<file path="src/rtl/regfile_pkg.sv">
// Shared constants and state type for the register file write side.
package regfile_pkg;

  localparam int unsigned REG_COUNT  = 32;
  localparam int unsigned REG_ADDR_W = 5;

  typedef enum logic {
    S_IDLE  = 1'b0,
    S_CLEAR = 1'b1
  } regfile_wr_state_t;

  localparam logic [REG_ADDR_W-1:0] CLEAR_FIRST = 5'd1;
  localparam logic [REG_ADDR_W-1:0] CLEAR_LAST  = 5'd31;

endpackage

</file>
<file path="src/rtl/regfile_write_port_decoder.sv">
// 5-bit index to 32-bit one-hot decoder; all zeros when disabled.
module decoder5to32
  import regfile_pkg::*;
(
  input  logic                  en,
  input  logic [REG_ADDR_W-1:0] idx,
  output logic [REG_COUNT-1:0]  onehot
);

  always_comb begin
    onehot = '0;
    for (int unsigned i = 0; i < REG_COUNT; i++) begin
      if (en && (idx == REG_ADDR_W'(i))) onehot[i] = 1'b1;
    end
  end

endmodule

</file>
<file path="src/rtl/regfile_write_port.sv">
// Write side of the 32-entry register file: handshaked writes, r0 hardwired
// to zero, sequential bulk clear of r1..r31, flattened read bus.
module regfile_write_port
  import regfile_pkg::*;
#(
  parameter int unsigned N = 32
) (
  input  logic                  clk,
  input  logic                  rst,
  input  logic                  wr_valid,
  output logic                  wr_ready,
  input  logic [REG_ADDR_W-1:0] wr_addr,
  input  logic [N-1:0]          wr_data,
  output logic                  wr_ack,
  input  logic                  clear_req,
  output logic                  busy,
  output logic [REG_COUNT*N-1:0] regs
);

  regfile_wr_state_t     state;
  logic [REG_ADDR_W-1:0] cnt;
  logic [N-1:0]          r [1:REG_COUNT-1];
  logic [REG_COUNT-1:0]  we;
  logic                  accept;
  logic                  unused_we0;

  assign wr_ready = (state == S_IDLE);
  assign busy     = (state == S_CLEAR);
  assign accept   = wr_valid && wr_ready;

  decoder5to32 u_dec (
    .en     (accept),
    .idx    (wr_addr),
    .onehot (we)
  );

  // r0 has no storage; its enable is decoded but intentionally dropped.
  assign unused_we0 = we[0];

  always_ff @(posedge clk) begin
    if (!rst) begin
      state  <= S_IDLE;
      cnt    <= '0;
      wr_ack <= 1'b0;
    end else begin
      wr_ack <= accept;
      case (state)
        S_IDLE: begin
          if (clear_req) begin
            state <= S_CLEAR;
            cnt   <= CLEAR_FIRST;
          end
        end
        S_CLEAR: begin
          if (cnt == CLEAR_LAST) begin
            state <= S_IDLE;
            cnt   <= '0;
          end else begin
            cnt <= cnt + 5'd1;
          end
        end
        default: begin
          state <= S_IDLE;
          cnt   <= '0;
        end
      endcase
    end
  end

  // Writes only land in IDLE and clearing only happens in CLEAR, so the two
  // paths never target a register on the same edge.
  always_ff @(posedge clk) begin
    for (int unsigned i = 1; i < REG_COUNT; i++) begin
      if (!rst) begin
        r[i] <= '0;
      end else if (we[i]) begin
        r[i] <= wr_data;
      end else if ((state == S_CLEAR) && (cnt == REG_ADDR_W'(i))) begin
        r[i] <= '0;
      end
    end
  end

  always_comb begin
    regs = '0;
    for (int unsigned i = 1; i < REG_COUNT; i++) begin
      regs[i*N +: N] = r[i];
    end
  end

endmodule

</file>
<file path="config.mk">
export PLATFORM = sky130hd
export DESIGN_NAME = regfile_write_port
export DESIGN_NICKNAME = d
export VERILOG_FILES = /design/src/rtl/regfile_pkg.sv /design/src/rtl/regfile_write_port_decoder.sv /design/src/rtl/regfile_write_port.sv
export SDC_FILE = /design/constraint.sdc
export NUM_CORES = 1
export LEC_CHECK = 0
export CORE_AREA = 4 4 418 420
export DETAILED_ROUTE_END_ITERATION = 8
export DIE_AREA = 0 0 422 424
export GPL_ROUTABILITY_DRIVEN = 0
export GPL_TIMING_DRIVEN = 1
export PLACE_DENSITY = 0.43
export SLEW_MARGIN = 20
export SYNTH_ARGS = -nofsm -noshare
export SYNTH_HDL_FRONTEND = slang
export SYNTH_HIERARCHICAL = 1
export SYNTH_SLANG_ARGS = --single-unit
</file>
<file path="constraint.sdc">
create_clock -name clk -period 6.6 [get_ports clk]
set_input_delay 1.32 -clock clk [delete_from_list [all_inputs] [get_ports clk]]
set_output_delay 1.32 -clock clk [all_outputs]
set_load 0.02 [all_outputs]
</file>
Word level (Yosys, flattened, before mapping)
Memories as Yosys holds them, arrays and structs flattened.
Cells that the tools add are included.
{"block": "totals", "reg_bits": 7, "ram_bits": 992, "in_bits": 41, "out_inout_bits": 1027, "mem_count": 1}
{"name": "r", "words": 31, "word_bits": 32, "rd": 31, "rd_clocked_by_memory_dff": 0, "write_ports": 31, "line_no": "regfile_write_port.sv:22", "source": "logic [N-1:0] r [1:REG_COUNT-1];"}
{"block": "op_classes", "addsub": 1, "n_eq_ne": 63, "mux": 317, "bitwise_logic": 63, "reduce_logical": 63}
{"cell": "$mux W32", "count": 62}
{"cell": "$mux W1", "count": 251}
{"cell": "$eq A5 B5 Y1 const B", "count": 32}
{"cell": "$eq A5 B4 Y1 const B", "count": 16}
{"cell": "$logic_and A1 B1 Y1", "count": 63}
{"cell": "$or A1 B1 Y1", "count": 62}
{"cell": "$eq A5 B3 Y1 const B", "count": 8}
{"cell": "$eq A5 B2 Y1 const B", "count": 4}
{"cell": "$eq A5 B1 Y1 const B", "count": 2}
{"cell": "$mux W5", "count": 2}
{"cell": "$pmux W5 S2", "count": 1}
{"cell": "$add A5 B1 Y5 const B", "count": 1}
{"cell": "$ne A2 B1 Y1 const B", "count": 1}
{"cell": "$pmux W1 S2", "count": 1}
{"cell": "$not A1 Y1", "count": 1}

Longest topological paths before layout
{"block": "depth", "depth_word": 9, "depth_mapped": 7, "ltp_nobuf": 6}

By module
Netlist, hierarchy kept.
{"module": "regfile_write_port", "instances": 1, "cells_each": 2438, "area_each_um2": 38371.8, "seq_area_each_um2": 29928.7}
{"module": "decoder5to32", "instances": 1, "cells_each": 47, "area_each_um2": 234.0, "seq_area_each_um2": 0.0}

Least setup slack after synthesis
No wires, ideal clock.
{"block": "synth_path", "path_kind": "input port to flip-flop", "start": "input port wr_valid", "end": "register, netlist name r[0][224]", "setup_ps": 466, "arrival_time_ps": 3785, "slack_ps": 2349, "cell_stages": 6, "path_cell_list": "nor2b_1 -> or4b_4 -> nor2_1 -> clkbuf_1 -> nor2_1 -> o21ai_0"}
{"element": "start, declared", "line_no": "regfile_write_port.sv:10", "source": "input logic wr_valid,"}

==> results.md <==
- Period utilization: 65.56%
- Skew-Pair Late Insertion Delay: 0.73 ns
- GRT overflow: 0
- DPL Wire Length: 120.4 mm
- Total Routed Length: 192.8 mm
- Setup TNS: 0 ns
- H-tree levels: 3
- CTS resizes: 0
- Comb pwr share: 10.7%
- Cells after Synth: 2484
- Critical Path RT: 6.93 ns
- CP Capture Type: flip-flop
- Most frequent cells in the layout: 1002 x clkdlybuf4s50_1, 993 x and3_1, 992 x edfxtp_1
- 1st-iter DRT viols: 2998
- Hold Crit Start: cnt[0]$_SDFFE_PN0P_
- Initial Util: 22.58%
- CTS Buf Count: 113
- DIE WIDTH: 422 um
- Root Driver: clkbuf_16
- # rows: 152
- Max Cap Viol: 0
- Pins over their slew limit: 0
- Normalized max-slew margin: 16.04%
- Int Pwr: 11210 uW
- CTS Hold Bufs: 0
- Drc violations: 0
- Min Tclk post-route: 4.327 ns
- Final hold violations: 0
- CTS max path bufs: 3
- DR vias: 26.50k
- Clock share of power: 40.8%
- Critical path cell sequence: clkdlybuf4s50_1, nor2b_1, nand4bb_1, nor2_2, buf_4, or3_2
- Synth-to-Final Area Change: 42.29%
- Maximum vdd drop: 0.2062 mV
- First-pass DRT Iterations: 5
- Crit path buffers/inverters: 2
- Core area: 171000 sq um
- Via density: 4.597
- PortBufs: 1035
- Commonest non-fill, non-tap cell in the layout: clkdlybuf4s50_1
- Setup Crit Path Kind: input port to flip-flop
- Ports: 1068
- Sink Count: 999
- Die height: 424 um
- Die area: 178900 sq um
- RR Startpoint: busy$_SDFF_PN0_
- Mapped Area: 38600 sq um
- Largest net degree at the start of global routing: 241
- Initial antenna violation count: 33
- Worst-path fanout max: 33
- Reg2Reg Setup Slack: 3.00 ns
- Crit-path leading delay family: simple AND/OR/NAND/NOR gates
- Power Density: 275.5 nW/um^2
- CTS tree: done
- R2R Path End: r[0][865]$_SDFFCE_PP0P_
- HP Class: flip-flop to flip-flop
- Wire per inst: 33.44 um
- Clock skew: 0.04757 ns
- Sequential share of power: 48.5%
- Clock-pin transition on the worst setup and hold timing paths: 0.06 ns
- Switch share: 25.91%
- Critical Path Max Stage Delay: 0.70 ns
- Vias in the first global route: 25.65k
- Fmax: 0.2311 GHz
- Worst-Margin Slew: 1.259 ns
- Share of cells above drive strength 1: 9.601%
- Synth Warn #: 6
- Count of nets after finishing: 3471
- Status: finished clean
- RSZ-0062 raised after global routing: false
- First-pass GRT wire length: 252.0 mm
- Mean Syn Cell Area: 15.54 sq um
- Final core occ: 32.13%
- Post-CTS setup buffers: 0
- Startpoint types: input port
- Leakage power: 0.02280 uW
- GRT Util Overall: 20.65%
- Net Sw Power: 3921 uW
- Filler Cell Count: 16.64k
- Post-DRT Antenna Nets: 0
- Worst Reg-to-Reg Cells: 6
- WHS Endpoint: cnt[3]$_SDFFE_PN0P_
- WHS Path Cells: 2
- Final setup viols: 0
- CP arrival: 4.66 ns
- Crit-path slowest cell: or3_2
## stage by stage
stage	worst slack (ns)	instances	area, sq um	hold WS, ns	total power [uW]
2_1_floorplan	2.359	2515	38720	0.5501	8088
3_3_place_gp	1.650	5534	51090	0.6033	9100
3_5_place_dp	1.582	5539	51230	0.6029	9105
4_1_cts	2.362	5740	54790	0.6109	15320
5_1_grt	2.199	5747	54880	0.6388	15600
6_report	2.273	5765	54930	0.6150	15130
## layout make-up
class                      count  area (sq um)  area share [%]
timing repair buffer        1135         11140           20.28
antenna                       22         55.05          0.1002
sequential                   999         29930           54.49
inverter                       8         30.03         0.05467
multi-input combinational   1167          7415           13.50
clock inverter                60         610.6           1.112
tap                         2233          2794           5.087
clock buffer                 141          2954           5.378
## worst max-delay path by stage
stage               startpoint                 endpoint  slack, ns  cells after the start
global placement      wr_valid  r[0][874]$_SDFFCE_PP0P_       1.65                      6
detailed placement    wr_valid  r[0][876]$_SDFFCE_PP0P_       1.58                      6
CTS                   wr_valid  r[0][865]$_SDFFCE_PP0P_       2.36                      6
global route          wr_valid  r[0][985]$_SDFFCE_PP0P_       2.20                      5
floorplan             wr_valid  r[0][224]$_SDFFCE_PP0P_       2.36                      6
finish                wr_valid  r[0][865]$_SDFFCE_PP0P_       2.27                      6
## layer usage
layer | routed length (um) | vias up | part of all wire, % | GRT usage (%)
li1 | - | 11210 | - | -
met1 | 72050 | 13680 | 37 | 24.49
met2 | 99160 | 1360 | 51 | 37.04
met3 | 15100 | 258 | 7.8 | 4.532
met4 | 6492 | 0 | 3.4 | 6.721
met5 | 0 | - | 0 | 0
## power groups by stage
stage	registers (uW)	clock network (uW)	logic [uW]
after floorplan	7800	0	292
after global placement	7470	0	1630
after detailed placement	7470	0	1640
after CTS	7340	6340	1640
after global routing	7360	6570	1670
final	7330	6180	1620
## sequential cells by signal, indices dropped and copies added, names as in the netlist
register,cells
busy,1
cnt,5
r,992
wr_ack,1
## worst register-to-register path, cell delays in order, from the launching register on
cell       delay (ns)
dfxtp_1          0.29
buf_4            0.21
nor2b_1          0.48
nand4bb_1        0.57
nor2_2           0.52
buf_4            0.40
or3_2            0.71
Note: power is estimated with default switching activity, not from simulation.
